[config.mk]
export PLATFORM = sky130hd
export DESIGN_NAME = autotype_seq_flat
export DESIGN_NICKNAME = d
export VERILOG_FILES = /design/src/rtl/hid_pkg.sv /design/src/rtl/autotype_seq_if.sv /design/src/rtl/autotype_fifo.sv /design/src/rtl/autotype_seq.sv /design/src/flat_wrapper.sv
export SDC_FILE = /design/constraint.sdc
export NUM_CORES = 1
export LEC_CHECK = 0
export ABC_AREA = 1
export BUFFER_PORTS_ARGS = -buffer_cell sky130_fd_sc_hd__buf_2
export CORE_AREA = 3 3 97 99
export CTS_CLUSTER_DIAMETER = 80
export DETAILED_ROUTE_END_ITERATION = 7
export DIE_AREA = 0 0 100 102
export PLACE_DENSITY = 0.75
export SYNTH_ARGS = -nofsm -noshare
export SYNTH_HDL_FRONTEND = slang
export SYNTH_SLANG_ARGS = --single-unit
export TNS_END_PERCENT = 50
[constraint.sdc]
create_clock -name clk -period 2.42 [get_ports clk]
set_clock_uncertainty 0.05 [all_clocks]
set_input_delay 0.363 -clock clk [delete_from_list [all_inputs] [get_ports clk]]
set_output_delay 0.363 -clock clk [all_outputs]
set_load 0.005 [all_outputs]
[src/rtl/hid_pkg.sv]
// Shared types and matrix constants for the CPC keyboard autotype sequencer.
package hid_pkg;

  typedef enum logic [2:0] {
    IDLE,
    DECODE,
    SHIFT_ON,
    PRESS,
    RELEASE,
    PAUSE
  } autotype_state_t;

  localparam logic [3:0] SHIFT_ROW  = 4'd2;
  localparam logic [2:0] SHIFT_COL  = 3'd5;
  localparam logic [7:0] PAUSE_CODE = 8'hFF;
  localparam int         NUM_ROWS   = 10;

endpackage

[src/rtl/autotype_seq_if.sv]
// Command handshake, frame tick, abort and matrix scan signals of the autotype sequencer.
interface autotype_seq_if;
  logic       tick;
  logic       cmd_valid;
  logic [7:0] cmd_data;
  logic       cmd_ready;
  logic       abort;
  logic [3:0] Y;
  logic [7:0] inj_x;
  logic       busy;

  modport master (
    output tick, cmd_valid, cmd_data, abort, Y,
    input  cmd_ready, inj_x, busy
  );

  modport slave (
    input  tick, cmd_valid, cmd_data, abort, Y,
    output cmd_ready, inj_x, busy
  );
endinterface

[src/rtl/autotype_fifo.sv]
// Synchronous show-ahead FIFO with flush; an extra count bit separates full from empty.
module autotype_fifo #(
  parameter int DEPTH = 8,
  parameter int WIDTH = 8
) (
  input  logic             clk,
  input  logic             reset_n,
  input  logic             push,
  input  logic [WIDTH-1:0] din,
  input  logic             pop,
  input  logic             flush,
  output logic [WIDTH-1:0] dout,
  output logic             full,
  output logic             empty
);
  localparam int AW = $clog2(DEPTH);

  logic [WIDTH-1:0] mem_q [DEPTH];
  logic [AW-1:0]    wr_ptr_q, wr_ptr_d, rd_ptr_q, rd_ptr_d;
  logic [AW:0]      count_q, count_d;
  logic             do_push, do_pop;

  assign full    = (count_q == (AW+1)'(DEPTH));
  assign empty   = (count_q == '0);
  assign do_push = push && !full && !flush;
  assign do_pop  = pop && !empty && !flush;
  assign dout    = mem_q[rd_ptr_q];

  // Pointer and occupancy update; flush returns to empty.
  always_comb begin
    // NOTE: every combinational output gets a default first so no path infers a latch.
    wr_ptr_d = wr_ptr_q;
    rd_ptr_d = rd_ptr_q;
    count_d  = count_q;
    if (flush) begin
      wr_ptr_d = '0;
      rd_ptr_d = '0;
      count_d  = '0;
    end else begin
      if (do_push) wr_ptr_d = wr_ptr_q + AW'(1);
      if (do_pop)  rd_ptr_d = rd_ptr_q + AW'(1);
      count_d = count_q + (AW+1)'(do_push) - (AW+1)'(do_pop);
    end
  end

  // Pointer and count registers.
  always_ff @(posedge clk or negedge reset_n) begin
    // NOTE: sequential state uses non-blocking assignments so all flops update together.
    if (!reset_n) begin
      wr_ptr_q <= '0;
      rd_ptr_q <= '0;
      count_q  <= '0;
    end else begin
      wr_ptr_q <= wr_ptr_d;
      rd_ptr_q <= rd_ptr_d;
      count_q  <= count_d;
    end
  end

  // Storage write port.
  // NOTE: the array has no reset; contents are only read after being written, and the pointers carry validity.
  always_ff @(posedge clk) begin
    if (do_push) mem_q[wr_ptr_q] <= din;
  end

endmodule

[src/rtl/autotype_seq.sv]
// Autotype sequencer: replays queued matrix codes as timed key presses for the CPC firmware scan.
module autotype_seq #(
  parameter int FIFO_DEPTH  = 8,
  parameter int HOLD_TICKS  = 2,
  parameter int GAP_TICKS   = 2,
  parameter int PAUSE_TICKS = 25
) (
  input  logic           clk,
  input  logic           reset_n,
  autotype_seq_if.slave  bus
);
  import hid_pkg::*;

  autotype_state_t state_q, state_d;
  logic [15:0]     cnt_q, cnt_d;
  logic [3:0]      row_q, row_d;
  logic [2:0]      col_q, col_d;
  logic            sft_q, sft_d;
  logic            key_on_q, key_on_d;
  logic            shift_on_q, shift_on_d;

  logic [7:0]      fifo_dout;
  logic            fifo_full, fifo_empty, fifo_push, fifo_pop;

  // A command handshaked while abort is high is discarded.
  assign fifo_push = bus.cmd_valid && !fifo_full && !bus.abort;

  autotype_fifo #(.DEPTH(FIFO_DEPTH), .WIDTH(8)) u_fifo (
    .clk     (clk),
    .reset_n (reset_n),
    .push    (fifo_push),
    .din     (bus.cmd_data),
    .pop     (fifo_pop),
    .flush   (bus.abort),
    .dout    (fifo_dout),
    .full    (fifo_full),
    .empty   (fifo_empty)
  );

  // State and key registers.
  always_ff @(posedge clk or negedge reset_n) begin
    if (!reset_n) begin
      state_q    <= IDLE;
      cnt_q      <= '0;
      row_q      <= '0;
      col_q      <= '0;
      sft_q      <= 1'b0;
      key_on_q   <= 1'b0;
      shift_on_q <= 1'b0;
    end else begin
      state_q    <= state_d;
      cnt_q      <= cnt_d;
      row_q      <= row_d;
      col_q      <= col_d;
      sft_q      <= sft_d;
      key_on_q   <= key_on_d;
      shift_on_q <= shift_on_d;
    end
  end

  // Next-state: command decode, tick-timed phases, abort override.
  always_comb begin
    state_d    = state_q;
    cnt_d      = bus.tick ? cnt_q + 16'd1 : cnt_q;
    row_d      = row_q;
    col_d      = col_q;
    sft_d      = sft_q;
    key_on_d   = key_on_q;
    shift_on_d = shift_on_q;
    fifo_pop   = 1'b0;

    unique case (state_q)
      IDLE: if (!fifo_empty) begin
        fifo_pop = 1'b1;
        row_d    = fifo_dout[3:0];
        col_d    = fifo_dout[6:4];
        sft_d    = fifo_dout[7];
        state_d  = DECODE;
      end
      DECODE: begin
        if ({sft_q, col_q, row_q} == PAUSE_CODE) begin
          state_d = PAUSE;
        end else if (row_q >= 4'(NUM_ROWS)) begin
          state_d = IDLE;
        end else if (sft_q) begin
          state_d    = SHIFT_ON;
          shift_on_d = 1'b1;
        end else begin
          state_d  = PRESS;
          key_on_d = 1'b1;
        end
      end
      SHIFT_ON: if (bus.tick && cnt_q == 16'd0) begin
        state_d  = PRESS;
        key_on_d = 1'b1;
      end
      PRESS: if (bus.tick && cnt_q == 16'(HOLD_TICKS - 1)) begin
        state_d    = RELEASE;
        key_on_d   = 1'b0;
        shift_on_d = 1'b0;
      end
      RELEASE: if (bus.tick && cnt_q == 16'(GAP_TICKS - 1)) state_d = IDLE;
      PAUSE:   if (bus.tick && cnt_q == 16'(PAUSE_TICKS - 1)) state_d = IDLE;
      default: state_d = IDLE;
    endcase

    if (state_d != state_q) cnt_d = '0;

    if (bus.abort) begin
      state_d    = IDLE;
      cnt_d      = '0;
      key_on_d   = 1'b0;
      shift_on_d = 1'b0;
      fifo_pop   = 1'b0;
    end
  end

  // Outputs: pressed mask for the scanned row, handshake ready, activity flag.
  always_comb begin
    bus.inj_x = '0;
    if (key_on_q && bus.Y == row_q)       bus.inj_x[col_q]     = 1'b1;
    if (shift_on_q && bus.Y == SHIFT_ROW) bus.inj_x[SHIFT_COL] = 1'b1;
    bus.cmd_ready = !fifo_full;
    bus.busy      = (state_q != IDLE) || !fifo_empty;
  end

endmodule

[src/flat_wrapper.sv]
// flat-port wrapper written by rule: the top's interface ports become plain ports
module autotype_seq_flat import hid_pkg::*;
#(
  parameter int FIFO_DEPTH  = 8,
  parameter int HOLD_TICKS  = 2,
  parameter int GAP_TICKS   = 2,
  parameter int PAUSE_TICKS = 25
)
  (clk, reset_n, bus_tick, bus_cmd_valid, bus_cmd_data, bus_abort, bus_Y, bus_cmd_ready, bus_inj_x, bus_busy);
  autotype_seq_if bus_i ();
  input  logic clk;
  input  logic reset_n;
  input wire logic [$bits(bus_i.tick)-1:0] bus_tick;
  input wire logic [$bits(bus_i.cmd_valid)-1:0] bus_cmd_valid;
  input wire logic [$bits(bus_i.cmd_data)-1:0] bus_cmd_data;
  input wire logic [$bits(bus_i.abort)-1:0] bus_abort;
  input wire logic [$bits(bus_i.Y)-1:0] bus_Y;
  output wire logic [$bits(bus_i.cmd_ready)-1:0] bus_cmd_ready;
  output wire logic [$bits(bus_i.inj_x)-1:0] bus_inj_x;
  output wire logic [$bits(bus_i.busy)-1:0] bus_busy;
  assign bus_i.tick = bus_tick;
  assign bus_i.cmd_valid = bus_cmd_valid;
  assign bus_i.cmd_data = bus_cmd_data;
  assign bus_i.abort = bus_abort;
  assign bus_i.Y = bus_Y;
  assign bus_cmd_ready = bus_i.cmd_ready;
  assign bus_inj_x = bus_i.inj_x;
  assign bus_busy = bus_i.busy;
  autotype_seq #(.FIFO_DEPTH(FIFO_DEPTH), .HOLD_TICKS(HOLD_TICKS), .GAP_TICKS(GAP_TICKS), .PAUSE_TICKS(PAUSE_TICKS)) u_core (.clk(clk), .reset_n(reset_n), .bus(bus_i));
endmodule
# [After elaboration in Yosys (flattened, before gate mapping)]
# Memories as Yosys holds them, arrays and structs flattened. A register that Yosys moved wholly into a read port is not among the register bits.
# Index checks and enable logic that the tools add are counted.
[classes] eq_ne=18 n_bitwise=1 magnitude_cmp=3 reduce_logical=29 mux=39 addsub=5
[op_table] cell="two-way mux 16 bit" n=3
[op_table] cell="two-way mux 3 bit" n=12
[op_table] cell="two-way mux 1 bit" n=18
[op_table] cell="case mux 3 bit (6 select lines)" n=1
[op_table] cell="adder 16 x 1 -> 16 bit, second input constant" n=1
[op_table] cell="== test 16 x 1 -> 1 bit, second input constant" n=1
[op_table] cell="== test 16 x 5 -> 1 bit, second input constant" n=1
[op_table] cell="logical NOT 16 bit" n=1
[op_table] cell="logical AND 1 bit" n=12
[op_table] cell="!= test 3 x 2 -> 1 bit, second input constant" n=3
[op_table] cell="!= test 3 bit, second input constant" n=3
[op_table] cell="nonzero test 3 bit" n=3
[op_table] cell="== test 8 bit, second input constant" n=1
[op_table] cell="two-way mux 8 bit" n=1
[op_table] cell="adder 3 x 1 -> 3 bit, second input constant" n=2
[op_table] cell="== test 3 x 2 -> 1 bit, second input constant" n=2
[op_table] cell="== test 3 bit, second input constant" n=2
[op_table] cell="AND reduction 6 bit" n=1
[op_table] cell="AND reduction 5 bit" n=1
[op_table] cell="adder 4 x 1 -> 4 bit" n=1
[op_table] cell="== test 4 x 2 -> 1 bit, second input constant" n=1
[op_table] cell="== test 4 bit" n=1
[op_table] cell="== test 4 bit, second input constant" n=1
[op_table] cell=">= comparator 4 bit, second input constant" n=1
[op_table] cell="other kinds (17)" n=21
[word_totals] ff_bits=31 in_bits=17 ram_bits=64 wordCells=103 n_memories=1
[mem_list] name="u_core.u_fifo.mem_q" words=8 width=8 read_ports=1 rd_clocked_by_memory_dff=1 write_ports=1 line="autotype_fifo.sv:18" text="logic [WIDTH-1:0] mem_q [DEPTH];"

# [Longest topological paths before layout]
[depth] word_depth=9 ltp_mapped=14 depth_no_buf=13

# [Modules after synthesis]
# From an unflattened synthesis, not the netlist that was laid out.
[unflattened] hier_cells=640 area_unflattened_um2=5525.3
[by_module_without_submodules] mod="autotype_fifo" area_each_um2=3502.1 instances=1 cells_per_inst=366
[by_module_without_submodules] mod="autotype_seq" area_each_um2=2023.2 instances=1 cells_per_inst=274

# [Worst setup path after synthesis]
# OpenSTA, ideal clock, no wires.
[synth_path] path_kind="input port to flip-flop" startpoint="input port bus_abort" endpoint="register u_core.u_fifo.count_q[2]" arrival_time_ns=2.052 required_ns=2.247 cell_stages=9 setup_slack_ns=0.194 cell_sequence="clkbuf_1 clkbuf_1 nor2_1 ha_1 inv_1 ha_1 fa_1 o21ai_0 a21oi_1"
[synth_between] elab_chain_cells=7 elab_cells_between_ends=10 cone_classes="add/sub: 2; mux: 2; reduce/logical: 6"
[synth_rtl] item="from (decl)" line="flat_wrapper.sv:16" text="input wire logic [$bits(bus_i.abort)-1:0] bus_abort;"
[synth_rtl] item="logical NOT 1 bit" line="autotype_fifo.sv:25, autotype_fifo.sv:26, autotype_seq.sv:26"
[synth_rtl] item="logical AND 1 bit" line="autotype_seq.sv:26" text="assign fifo_push = bus.cmd_valid && !fifo_full && !bus.abort;"
[synth_rtl] item="logical AND 1 bit (2 in series)" line="autotype_fifo.sv:25" text="assign do_push = push && !full && !flush;"
[synth_rtl] item="adder 4 x 1 -> 4 bit" line="autotype_fifo.sv:42" text="count_d = count_q + (AW+1)'(do_push) - (AW+1)'(do_pop);"
[synth_rtl] item="subtractor 4 x 1 -> 4 bit" line="autotype_fifo.sv:42"
[synth_rtl] item="two-way mux 4 bit *" line="autotype_fifo.sv:35" text="if (flush) begin"
[synth_rtl] item="named net u_core.u_fifo.count_d[2]" line="autotype_fifo.sv:20" text="logic [AW:0] count_q, count_d;"
[synth_rtl] item="to (signal assigned)" line="autotype_fifo.sv:56" text="count_q <= count_d;"
[synth_rtl] item="to (decl)" line="autotype_fifo.sv:20"
# Mark *: on every way through the listed nets, which the timed path passes. The rest lies on a longest branch.
# A chain may end at the register's enable or synchronous reset.

# [Worst setup path after layout]
[layout_path] startpoint="register u_core.state_q[2]" endpoint="register u_core.u_fifo.count_q[1]"
[layout_between] elab_chain_cells=7
[layout_rtl] item="from (decl)" line="autotype_seq.sv:14" text="autotype_state_t state_q, state_d;"
[layout_rtl] item="from (signal assigned)" line="autotype_seq.sv:51" text="state_q <= state_d;"
[layout_rtl] item="logical NOT 3 bit" line="autotype_seq.sv:72" text="unique case (state_q)"
[layout_rtl] item="two-way mux 1 bit" line="autotype_seq.sv:72"
[layout_rtl] item="two-way mux 1 bit" line="autotype_seq.sv:109" text="if (bus.abort) begin"
[layout_rtl] item="logical AND 1 bit (2 in series)" line="autotype_fifo.sv:26" text="assign do_pop = pop && !empty && !flush;"
[layout_rtl] item="subtractor 4 x 1 -> 4 bit" line="autotype_fifo.sv:42"
[layout_rtl] item="two-way mux 4 bit" line="autotype_fifo.sv:35"
[layout_rtl] item="named net u_core.u_fifo.count_d[1]" line="autotype_fifo.sv:20"
# The timed path passes the listed nets, and every way through them passes these cells.

==> results.yml <==
floorplan:
  row_count: 34
  initial_core_util_pct: 59.9
  die-height_um: 102
  dieArea_mm2: 0.0102
  core_mm2: 0.00864
  die_x_um: 100
  ios: 27
sta:
  finalHoldViolations: 0
  fin_crit_ns: 2.24
  report.final.setup_viol: 0
  slew_headroom_pct: 39.7
  post-route-period-util_pct: 92.7
  worst_hold_slack_ns: 0.0461
  maxSlewViolCount: 0
  fmax_ghz: 0.446
  fin_setup_tns_ns: 0
  worstMarginPinSlew_ns: 0.904
  setup_slack_ns: 0.176
grt:
  antenna_found_initial: 0
  track_usage_pct: 22.5
  grt_pass1_vias: 3785
  overflow: 0
  grt_pass1_wl_um: 18000
  grt_max_degree: 40
clock_network:
  cts_sinks: 103
  cts_tree: "built"
  cts_buffer_depth: 2
  ctsHoldBuffers: 0
  cts_buffers: 9
  clk_pin_slew_ns: 0.12
  cts_max_level: 3
  clock-root-buffer: "clkbuf_8"
  insertion_delay_ns: 0.38
final_layout:
  final_util_pct: 66.1
  drive_above_1_share_pct: 17.4
  area_delta_synth_final_pct: 10.4
  design_area_mm2: 0.00571
  num_antenna_cells: 0
  stdcell_count: 695
  fin_nets: 611
placement:
  dp_hpwl_um: 7600
  place_ws_ns: 0.153
  globalplace.congestion: 0.854
  portBuffers: 26
  placedInstanceArea_mm2: 0.00547
  dp_cells: 679
pwr:
  vdd_ir_drop_max_v: 0.000511
  power_density_mw_per_mm2: 940
  power.total_mw: 5.37
  leakage_nw: 2.22
critical_path:
  cp.arrival_ns: 2.48
  crit_chain: "nor3_2, nand2_2, nor2_1, ha_1, inv_1, ha_1, fa_2, inv_1, nor2_1"
  critPathMaxStageDelay_ns: 0.45
  endpoint_kind: "register"
  criticalPathCategory: "reg -> reg"
  required_ns: 2.65
  critPathSlowestCell: "dfrtp_1"
  worstPathMaxFanout: 4
  critPathLaunchType: "register"
synthesis:
  avgSynthCellArea_um2: 9.47
  syn_area_mm2: 0.00517
  synthCells: 546
  yosysUniqueCellTypes: 35
  yosysWarnings: 0
  synth_edf_count: 64
  synth_flop_cell: "edfxtp_1"
  ys_async_sr_fraction_pct: 37.9
  synth_seq_area_share_pct: 56.1
  synth-seq-cells: 103
  synth_top_area_share_pct: 37.2
  yosys-top-cells-area: "edfxtp_1 (37%), dfrtp_1 (19%), nor2_1 (6.2%)"
  yosysTopAreaCell: "edfxtp_1"
  synth_nets: 575
route:
  routed.top_layer: "met4"
  met2_wirelength_um: 5730
  wl_met3_um: 376
  wire_per_inst_um: 15.8
  met1_length_um: 4670
  drc: 0
  viasPerCell: 5.68
  first_pass_iters: 4
  ant_nets: 0
  dr_total_vias: 3945
  wl_um: 11000
  drt_first_iter_violations: 243
job:
  max_cap_violations: 0
worst_hold_path:
  hp-class: "in -> async"
run_status:
  outcome: "completed"
[final cells by class]
cell class | count | area (µm²)
clock buffers | 9 | 124
clock inverters | 7 | 98.8
fillers | 682 | 2930
inverters | 55 | 211
multi-input cells | 371 | 1990
flip-flops and latches | 103 | 2900
well taps | 108 | 135
repair buffers | 42 | 250
[flip-flops by register name, indices dropped and copies added, names as in the netlist, 3 cells and up]
name                    flops
u_core.cnt_q               16
u_core.col_q                3
u_core.row_q                4
u_core.state_q              3
u_core.u_fifo.count_q       4
u_core.u_fifo.mem_q        64
u_core.u_fifo.rd_ptr_q      3
u_core.u_fifo.wr_ptr_q      3
[logic make-up (layout without fill, tap and decap cells)]
kind of cell | count (synthesis) | in the layout | share of synthesized area (%)
AO/OA/AOI/OAI | 112 | 112 | 12.5
adder cells (fa/ha/maj) | 12 | 12 | 3.05
flip-flops | 103 | 103 | 56.1
XOR/XNOR | 3 | 3 | 0.508
buffers and inverters | 72 | 113 | 5.79
AND/OR/NAND/NOR | 244 | 244 | 22.1
[cells in the final DEF, fill, tap and decap left out, types with 2 or more instances in the layout]
master and count:
a21oi_1 15, a31oi_1 3, buf_2 26, buf_4 16, clkbuf_8 9, clkinv_8 2
dfrtp_1 39, edfxtp_1 64, ha_1 11, inv_1 49, inv_12 2, inv_2 5
inv_8 3, nand2_1 82, nand2_2 9, nand2_4 2, nand3_1 24, nand4_1 7
nor2_1 84, nor2_2 6, nor2_4 2, nor3_1 12, nor3_2 14, o211ai_1 10
o21ai_0 60, o21bai_1 3, o221ai_1 8, o22ai_1 9, xor2_1 2
[final timing paths]
path / slack (ns) / from / cells past startpoint / end
max: 0.18 / u_core.state_q[2] / 9 / u_core.u_fifo.count_q[1]
min: 0.05 / reset_n / 1 / u_core.cnt_q[12]
max reg2reg: 0.18 / u_core.state_q[2] / 9 / u_core.u_fifo.count_q[1]
min reg2reg: 0.45 / u_core.shift_on_q / 2 / u_core.shift_on_q
max in group asynchronous: 1.69 / reset_n / 1 / u_core.col_q[2]
min in group clk: 0.18 / bus_abort / 2 / u_core.u_fifo.count_q[1]
[power breakdown]
part / total, mW / leakage [nW] / switching (mW) / internal (mW)
Combinational: 2.00 / 1.02 / 1.37 / 0.628
Sequential: 2.21 / 1.10 / 0.142 / 2.07
Clock: 1.16 / 0.111 / 0.716 / 0.441
Total: 5.37 / 2.22 / 2.23 / 3.14
[repair_timing]
action,CTS,global route
resized for setup,0,6
endpoints found under the hold margin,0,0
endpoints found under the setup margin,0,3
buffers inserted,0,0
[cells in the mapped netlist (8+ instances only)]
cell,count
a21oi_1,15
nor3_1,13
ha_1,11
o21ai_0,61
nand2_2,10
nand3_1,24
o221ai_1,8
nor2_1,85
o22ai_1,9
edfxtp_1,64
clkbuf_1,11
o211ai_1,10
nor3_2,13
inv_1,49
dfrtp_1,39
nand2_1,82
[metal layers]
metal  track usage (%)  up-vias
met3              3.89       17
met4              7.36        0
met5                 0        -
met1              28.7     1890
li1                  -     1948
met2              39.4       90
[worst max-delay path, delay by kind of cell (launching register included)]
family | cells | cell delay [ns]
DFF | 1 | 0.45
and+or+nand+nor | 4 | 0.63
buffers and inverters | 2 | 0.13
adders and majority gates | 3 | 0.90
Note: power is estimated with default switching activity, not from simulation.
